===== config.mk =====
export PLATFORM = sky130hd
export DESIGN_NAME = debounce_scan_ctrl
export DESIGN_NICKNAME = d
export VERILOG_FILES = /design/src/rtl/debounce_pkg.sv /design/src/rtl/debounce_sync.sv /design/src/rtl/debounce_scan_ctrl.sv
export SDC_FILE = /design/constraint.sdc
export NUM_CORES = 1
export LEC_CHECK = 0
export CAP_MARGIN = 30
export CORE_MARGIN = 8
export CORE_UTILIZATION = 45
export CTS_CLUSTER_DIAMETER = 50
export CTS_CLUSTER_SIZE = 14
export DETAILED_ROUTE_END_ITERATION = 8
export PLACE_DENSITY = 0.65
export SYNTH_ARGS = -nofsm -noshare
export SYNTH_HDL_FRONTEND = slang
export SYNTH_SLANG_ARGS = --single-unit

===== constraint.sdc =====
create_clock -name clk -period 9.5 [get_ports clk]
set_input_delay 1.9 -clock clk [delete_from_list [all_inputs] [get_ports clk]]
set_output_delay 1.9 -clock clk [all_outputs]
set_load 0.01 [all_outputs]

===== src/rtl/debounce_pkg.sv =====
// Shared types and constants for the scanned debounce controller.
package debounce_pkg;

  typedef enum logic {
    ST_INIT,
    ST_RUN
  } scan_state_e;

  localparam int unsigned DEF_CNT_W = 5;
  localparam int unsigned DEF_THR   = 30;

  // Width of a channel index; never narrower than one bit.
  function automatic int unsigned ptr_w(input int unsigned n);
    return (n < 2) ? 1 : $clog2(n);
  endfunction

endpackage


===== src/rtl/debounce_sync.sv =====
// N-bit two-flop synchronizer for raw asynchronous inputs.
module debounce_sync #(
  parameter int unsigned W = 1
) (
  input  logic         clk_i,
  input  logic         rst_ni,
  input  logic [W-1:0] d_i,
  output logic [W-1:0] d_o
);

  logic [W-1:0] s1_q;
  logic [W-1:0] s2_q;

  // Two back-to-back flops resolve metastability before internal use.
  always_ff @(posedge clk_i or negedge rst_ni) begin
    if (!rst_ni) begin
      s1_q <= '0;
      s2_q <= '0;
    end else begin
      s1_q <= d_i;
      s2_q <= s1_q;
    end
  end

  assign d_o = s2_q;

endmodule


===== src/rtl/debounce_scan_ctrl.sv =====
// Time-multiplexed debounce controller: one shared compare/increment unit
// visits channels round-robin, flips a channel after thr+1 consecutive
// mismatching visits and reports each flip through a one-entry event port.
// Optional: define DEBOUNCE_SCAN_STATUS_EN to add the busy status output.
module debounce_scan_ctrl
  import debounce_pkg::*;
#(
  parameter int unsigned  N_CH        = 8,
  parameter int unsigned  CNT_W       = DEF_CNT_W,
  parameter int unsigned  DEFAULT_THR = DEF_THR,
  parameter int unsigned  SCAN_DIV    = 1,
  localparam int unsigned PTR_W       = ptr_w(N_CH)
) (
  input  logic             clk,
  input  logic             rst_n,
  input  logic [N_CH-1:0]  d_in,
  input  logic [CNT_W-1:0] thr_in,
  input  logic             thr_load,
  output logic [N_CH-1:0]  q,
  output logic             evt_valid,
  input  logic             evt_ready,
  output logic [PTR_W-1:0] evt_ch,
  output logic             evt_level,
  output logic             evt_overrun,
  input  logic             ovr_clr
`ifdef DEBOUNCE_SCAN_STATUS_EN
  ,
  output logic [N_CH-1:0]  busy
`endif
);

  logic [N_CH-1:0]             sync_d;
  logic                        tick;
  scan_state_e                 state_q;
  logic [PTR_W-1:0]            ptr_q;
  logic [N_CH-1:0]             q_q;
  logic [N_CH-1:0][CNT_W-1:0]  cnt_q;
  logic [CNT_W-1:0]            thr_q;
  logic [CNT_W-1:0]            thr_pend_q;
  logic                        evt_valid_q;
  logic [PTR_W-1:0]            evt_ch_q;
  logic                        evt_level_q;
  logic                        ovr_q;

  logic                        cur_sync;
  logic                        cur_q;
  logic [CNT_W-1:0]            cur_cnt;
  logic [CNT_W-1:0]            cnt_d;
  logic                        flip;

  debounce_sync #(.W(N_CH)) u_sync (
    .clk_i  (clk),
    .rst_ni (rst_n),
    .d_i    (d_in),
    .d_o    (sync_d)
  );

  generate
    if (SCAN_DIV <= 1) begin : g_nodiv
      assign tick = 1'b1;
    end else begin : g_div
      localparam int unsigned DIV_W = $clog2(SCAN_DIV);
      logic [DIV_W-1:0] div_q;

      // Prescaler: one scan tick every SCAN_DIV clocks.
      always_ff @(posedge clk or negedge rst_n) begin
        if (!rst_n) begin
          div_q <= '0;
        end else if (div_q == DIV_W'(SCAN_DIV - 1)) begin
          div_q <= '0;
        end else begin
          div_q <= div_q + 1'b1;
        end
      end

      assign tick = (div_q == DIV_W'(SCAN_DIV - 1));
    end
  endgenerate

  // Shared compare/increment unit for the channel under the scan pointer.
  always_comb begin
    cur_sync = sync_d[ptr_q];
    cur_q    = q_q[ptr_q];
    cur_cnt  = cnt_q[ptr_q];
    cnt_d    = '0;
    flip     = 1'b0;
    if (state_q == ST_RUN && (cur_sync != cur_q)) begin
      // cnt only increments while below thr, so it can never wrap.
      if (cur_cnt >= thr_q) begin
        flip = tick;
      end else begin
        cnt_d = cur_cnt + 1'b1;
      end
    end
  end

`ifdef DEBOUNCE_SCAN_STATUS_EN
  logic [N_CH-1:0] busy_q;
  assign busy = busy_q;
`endif

  // Scan FSM: initial level capture pass, then per-visit count/flip updates.
  always_ff @(posedge clk or negedge rst_n) begin
    if (!rst_n) begin
      state_q    <= ST_INIT;
      ptr_q      <= '0;
      q_q        <= '0;
      cnt_q      <= '0;
      thr_q      <= CNT_W'(DEFAULT_THR);
      thr_pend_q <= CNT_W'(DEFAULT_THR);
`ifdef DEBOUNCE_SCAN_STATUS_EN
      busy_q     <= '0;
`endif
    end else begin
      if (thr_load) begin
        thr_pend_q <= thr_in;
      end
      if (tick) begin
        if (state_q == ST_INIT) begin
          q_q[ptr_q]   <= cur_sync;
          cnt_q[ptr_q] <= '0;
        end else begin
          cnt_q[ptr_q] <= cnt_d;
          if (flip) begin
            q_q[ptr_q] <= ~cur_q;
          end
        end
`ifdef DEBOUNCE_SCAN_STATUS_EN
        busy_q[ptr_q] <= (cnt_d != '0);
`endif
        // Threshold only changes at the pass boundary so a pass is uniform.
        if (ptr_q == PTR_W'(N_CH - 1)) begin
          ptr_q   <= '0;
          thr_q   <= thr_pend_q;
          state_q <= ST_RUN;
        end else begin
          ptr_q   <= ptr_q + 1'b1;
        end
      end
    end
  end

  // Single-entry event holding register with sticky overrun flag.
  always_ff @(posedge clk or negedge rst_n) begin
    if (!rst_n) begin
      evt_valid_q <= 1'b0;
      evt_ch_q    <= '0;
      evt_level_q <= 1'b0;
      ovr_q       <= 1'b0;
    end else begin
      if (ovr_clr) begin
        ovr_q <= 1'b0;
      end
      if (flip) begin
        if (!evt_valid_q || evt_ready) begin
          evt_valid_q <= 1'b1;
          evt_ch_q    <= ptr_q;
          evt_level_q <= ~cur_q;
        end else begin
          // Overrun beats a simultaneous clear.
          ovr_q <= 1'b1;
        end
      end else if (evt_ready) begin
        evt_valid_q <= 1'b0;
      end
    end
  end

  assign q           = q_q;
  assign evt_valid   = evt_valid_q;
  assign evt_ch      = evt_ch_q;
  assign evt_level   = evt_level_q;
  assign evt_overrun = ovr_q;

endmodule


==> results.toml, run 1 <==
[outcome]
status = "finished clean"

[timing]
setup_viol = 0
fin_worst_hold_slack_ns = 0.3525
relSlewSlack_pct = 34.48
tns_ns = 0
slew_violations = 0
fin_crit_sh_pct = 41.25
rsz0062_at_grt = "false"
worst_slack_ns = 5.581
worst_slew_pin_slew_ns = 0.9752
final_period_minus_worst_setup_slack_ns = 3.919
fin_worst_skew_ns = 0.01108
finalHoldViolations = 0
fmax_mhz = 255.2

[synthesis]
ys_types = 48
synth_simple_gate_area_share_pct = 12.55
yosysTopAreaCell = "dfrtp_1"
synth_most_common_cell = "dfrtp_1"
ys.flop_type = "dfrtp_1"
synth_fp_nets = 369
synth_top_family_by_area = "compound AO/OA/AOI/OAI gates"
synth.area.top_cells = "dfrtp_1 (49%), mux4_2 (5.8%), dfstp_2 (5.4%)"
yosys.area_share.adder_pct = 2.574
synth_edf_count = 0
syn_avg_cell_area_um2 = 11.34
ys_seq_elements = 84
yosys-top-cells-count = "dfrtp_1 (76), nand2_1 (56), o21ai_0 (40), inv_1 (17), mux2_2 (11)"
synth_mux_area_share_pct = 12.07
yosysWarnings = 0
synth_area_mm2 = 0.003889
synth_compound_area_share_pct = 12.74
synth_seq_area_share_pct = 54.31
async_flop_share_pct = 100.0
synth_xor_xnor_area_share_pct = 0.9009
syn_inst = 343
synth_top_area_share_pct = 48.91

[floorplan]
coreArea_mm2 = 0.008551
rows = 34
die_area_mm2 = 0.01187
die_w_um = 109.0
io-pin-count = 32
die_h_um = 109.0
initial_utilization_pct = 45.48

[layout]
num_antenna_cells = 0
fillers = 758
regArea_mm2 = 0.002112
design_area_mm2 = 0.004486
multi_input_area_mm2 = 0.001588
area_growth_pct = 15.35
nets = 397
drive_above_1_share_pct = 15.47

[worst_setup_path]
ff2ff_setup_slack_ns = 5.58
rr_startpoint = "ptr_q[1]"
end_kind = "flop"
critical_path_class = "flop to flop"
critical_path_arrival_ns = 4.15
crit_family = "simple AND/OR/NAND/NOR gates"
start_kind = "flop"
r2r_cells = 10
worstPathCellList = "buf_4 > mux4_1 > mux2i_4 > inv_1 > ha_1 > nand3_1 > a21boi_0 > nor3_1 > nand2_1 > o41ai_1"
cp.buffers_inverters = 2
regToRegEndpoint = "cnt_q[9]"
required_ns = 9.74
crit_path_top_delay_cell = "nor3_1"
cp_slowest_stage_delay_ns = 0.81
startpoint = "ptr_q[1]"
cp_max_fo = 27

[global_route]
track_usage_pct = 15.96
grt_pass1_wl_um = 14630
grt_pass1_vias = 2758
antenna_found_initial = 0
grt_max_degree = 41
grt_remaining_overflow = 0

[placement]
gp_congestion = 0.8644
place_area_mm2 = 0.004273
dpl.hpwl_um = 5763
dp_slack_ns = 5.615
numPortBuffers = 31

[cts]
cts_tree = "built"
clkLatencyLatePin_ns = 0.36
postCtsHoldBufs = 0
post_cts_buffers = 0
cts-resized-gates = 0
cts_root_buf = "clkbuf_8"
cts_buffers = 9
htree_levels = 3
cts_max_path_buffers = 2
cts_sinks = 84
clk_pin_slew_ns = 0.08

[pwr]
p_sw_mw = 0.2427
p_clk_share_pct = 30.8
leakage_nw = 1.935
powerDensity_mw_per_mm2 = 198.1
pwr-share-seq_pct = 49.6
p_int_mw = 0.6458
irDropWorstVdd_uv = 81.15
combPwrFrac_pct = 19.6
sw_frac_of_total_pct = 27.32

[drt]
drtAntennaViolNets = 0
drt_first_iter_violations = 142
post_drt_wl_per_cell_um = 17.49
drt_wl_total_um = 8446
first_pass_iters = 5
num_vias = 2624
drcViolationCount = 0
viasPerCell = 5.433

[min_path]
hold_path_class = "flop to flop"
hold_depth = 0
hold-path-endpoint = "u_sync.d_o[7]"
min_from = "u_sync.s1_q[7]"

[flow_run]
maxCapViolations = 0
## metal layers
metal | GRT usage [%] | up-vias | share of wire (%)
met1 | 22.06 | 1284 | 46
met2 | 24.65 | 55 | 48
met5 | 0 | - | 0
met4 | 6.158 | 0 | 0.88
met3 | 2.541 | 5 | 4.9
li1 | - | 1280 | -
## power by group through the flow
stage	Combinational [mW]	Clock, mW	Sequential [mW]
floorplan	0.0948	0	0.447
global placement	0.170	0	0.446
detailed placement	0.176	0	0.448
CTS	0.177	0.283	0.441
global route	0.196	0.298	0.446
finish	0.174	0.274	0.441
## logic make-up after synthesis
logic type	Yosys count
adders and majority gates	8
and+or+nand+nor	100
buffers and inverters	37
xor gates and xnor gates	4
DFF	84
muxes	30
AOI/OAI and AO/OA	80
## worst max path at each step
stage | to | slack (ns) | depth (start not counted)
3_3_place_gp | cnt_q[39] | 5.83 | 10
3_5_place_dp | cnt_q[9] | 5.61 | 10
6_report | cnt_q[9] | 5.58 | 10
5_1_grt | cnt_q[9] | 5.22 | 10
2_1_floorplan | cnt_q[14] | 6.33 | 12
4_1_cts | cnt_q[9] | 5.54 | 10
## metrics by stage
step | util [%] | cells | power (mW)
2_1_floorplan | - | 343 | 0.5419
3_3_place_gp | 49.50 | 466 | 0.6161
3_5_place_dp | 49.97 | 468 | 0.6241
4_1_cts | 52.46 | 483 | 0.9002
5_1_grt | 52.46 | 483 | 0.9409
6_report | 52.46 | 483 | 0.8885
## flip-flops by register name, indices dropped and copies added (netlist names)
register     flops
cnt_q           40
q                8
u_sync.d_o       8
u_sync.s1_q      8
thr_pend_q       5
thr_q            5
evt_ch           3
ptr_q            3
evt_level        1
evt_overrun      1
evt_valid        1
state_q          1
## layout make-up
| type | count | area share [%] |
|---|---|---|
| Timing Repair Buffer | 36 | 8.257 |
| Inverter | 18 | 1.506 |
| Clock buffer | 9 | 2.762 |
| Sequential cell | 84 | 47.09 |
| Multi-Input combinational cell | 222 | 35.40 |
| Tap cell | 108 | 3.013 |
| Clock inverter | 6 | 1.980 |
## worst register-to-register path: cells and delay by family, from the launching register on
kind / cells / cell delay, ns
fa+ha+maj: 1 / 0.30
compound gates: 2 / 0.58
mux: 2 / 0.91
buf+inv: 2 / 0.38
flops: 1 / 0.33
simple gates: 3 / 1.30
## layout by cell type, fill, tap and decap left out, drive strengths merged, types with 7 or more instances in the layout
cell           synthesis  routed
mux4                  11      11
o21ai                 41      41
a21oi                 10      10
nand3                 10      10
inv                   17      18
ha                     8       8
clkdlybuf4s50          0      30
nand2                 56      56
clkbuf                 7       9
mux2                  12      12
o31ai                  8       8
mux2i                  7       7
dfstp                  8       8
dfrtp                 76      76
(Power assumes the default switching activity.)
==> inputs of run 2 (changes only) <==
==> constraint.sdc (replaced) <==
create_clock -name clk -period 3.65 [get_ports clk]
set_input_delay 0.73 -clock clk [delete_from_list [all_inputs] [get_ports clk]]
set_output_delay 0.73 -clock clk [all_outputs]
set_load 0.01 [all_outputs]
==> results.toml, run 2 (synthesis gave the netlist of run 1 again) <==
[cts]
post_cts_buffers = 0
clkLatencyLatePin_ns = 0.35
cts_max_path_buffers = 2
htree_levels = 3
cts_tree = "built"
postCtsHoldBufs = 0
cts_sinks = 84
cts_root_buf = "clkbuf_8"
cts-resized-gates = 0
cts_buffers = 9
clk_pin_slew_ns = 0.08

[layout]
final_cell_mix = "dfrtp_1 (74), nand2_1 (56), o21ai_0 (40), clkdlybuf4s50_1 (30), inv_1 (17)"
largest-register = "cnt_q"
largest_reg_flops = 40
fillers = 779
num_antenna_cells = 0
drive_above_1_share_pct = 17.80
layout.cells.most_common = "dfrtp_1"
nets = 403
area_growth_pct = 16.80

[timing]
slew_violations = 0
rsz0062_at_grt = "false"
fmax_mhz = 309.2
fin_worst_hold_slack_ns = 0.3525
relSlewSlack_pct = 52.15
setup_viol = 0
tns_ns = 0
finalHoldViolations = 0
final_period_minus_worst_setup_slack_ns = 3.235
fin_crit_sh_pct = 88.62
worst_slew_pin_slew_ns = 0.7178
fin_worst_skew_ns = 0.006143

[floorplan]
die_area_mm2 = 0.01187
rows = 34
initial_utilization_pct = 45.48
die_h_um = 109.0
io-pin-count = 32
die_w_um = 109.0
coreArea_mm2 = 0.008551

[global_route]
grt_remaining_overflow = 0
track_usage_pct = 15.55
grt_max_degree = 44
grt_pass1_vias = 2705
grt_pass1_wl_um = 14060
antenna_found_initial = 0

[worst_setup_path]
end_kind = "flop"
start_kind = "flop"
critical_path_class = "flop to flop"
required_ns = 3.89
r2r_cells = 10
critical_path_arrival_ns = 3.47
regToRegEndpoint = "cnt_q[9]"
rr_startpoint = "ptr_q[1]"
ff2ff_setup_slack_ns = 0.42
cp_max_fo = 17

[drt]
drt_first_iter_violations = 143
drcViolationCount = 0
first_pass_iters = 4
drtAntennaViolNets = 0
drt_wl_total_um = 8414
post_drt_wl_per_cell_um = 17.17
viasPerCell = 5.543
num_vias = 2716

[placement]
dpl.hpwl_um = 6127
gp_congestion = 0.8614
numPortBuffers = 31

[pwr]
leakage_nw = 1.975
total_power_mw = 2.357
powerDensity_mw_per_mm2 = 518.9
irDropWorstVdd_uv = 218.9

[flow_run]
maxCapViolations = 0

[outcome]
status = "finished clean"

[min_path]
hold_path_class = "input pin to async pin"
## run 2: cell count changes in the layout (fill, tap and decap cells not counted), sizes merged
cell	change
buf	+6
clkbuf	+2
clkinvlp	-1
## run 2: per-stage QoR
step           util, %  instance area (µm²)  std cells  setup slack (ns)
2_1_floorplan        -                 3889        343            0.4808
3_3_place_gp     50.12                 4285        473            0.2920
3_5_place_dp     50.35                 4305        474            0.2350
4_1_cts          53.09                 4539        490            0.2262
5_1_grt          53.12                 4542        490            0.2203
6_report         53.12                 4542        490            0.4154
## run 2: final cells by class
cell class              instances  area (µm²)  share of cell area (%)
clock buffers                  11       151.4                   3.333
clock inverters                 5       82.58                   1.818
multi-input cells             222        1588                   34.96
well taps                     108       135.1                   2.975
repair buffers                 42       402.9                   8.871
inverters                      18       67.56                   1.488
flip-flops and latches         84        2115                   46.56
## run 2: worst max-delay path: stages (launching register included)
cell	delay [ns]
dfrtp_2	0.61
mux2_1	0.36
and3_1	0.18
a211o_1	0.32
ha_1	0.33
a21oi_1	0.14
a21boi_0	0.16
nor3_1	0.20
buf_4	0.19
nand2_1	0.18
o41ai_1	0.43
## run 2: worst max path at each step
| stage | startpoint | end | slack (ns) | cells after the start |
|---|---|---|---|---|
| finish | ptr_q[1] | cnt_q[9] | 0.42 | 10 |
| global route | ptr_q[1] | cnt_q[9] | 0.22 | 10 |
| CTS | ptr_q[1] | cnt_q[9] | 0.23 | 10 |
| detailed placement | ptr_q[1] | cnt_q[14] | 0.24 | 10 |
| global placement | ptr_q[1] | evt_ch[0] | 0.29 | 9 |
| floorplan | ptr_q[2] | cnt_q[14] | 0.48 | 12 |
## run 2: power breakdown
| part | total, mW | internal (mW) | switching [mW] | leakage, nW |
|---|---|---|---|---|
| registers | 1.15 | 1.07 | 0.0812 | 1.05 |
| logic | 0.453 | 0.229 | 0.224 | 0.806 |
| clock network | 0.753 | 0.425 | 0.328 | 0.120 |
| total | 2.36 | 1.72 | 0.634 | 1.97 |
## run 2: routing by layer
| layer | GRT usage, % | part of all wire (%) | vias up |
|---|---|---|---|
| li1 | - | - | 1291 |
| met5 | 0 | 0 | - |
| met1 | 21.20 | 45 | 1346 |
| met4 | 5.865 | 1.1 | 0 |
| met3 | 4.078 | 7.4 | 9 |
| met2 | 23.27 | 46 | 70 |
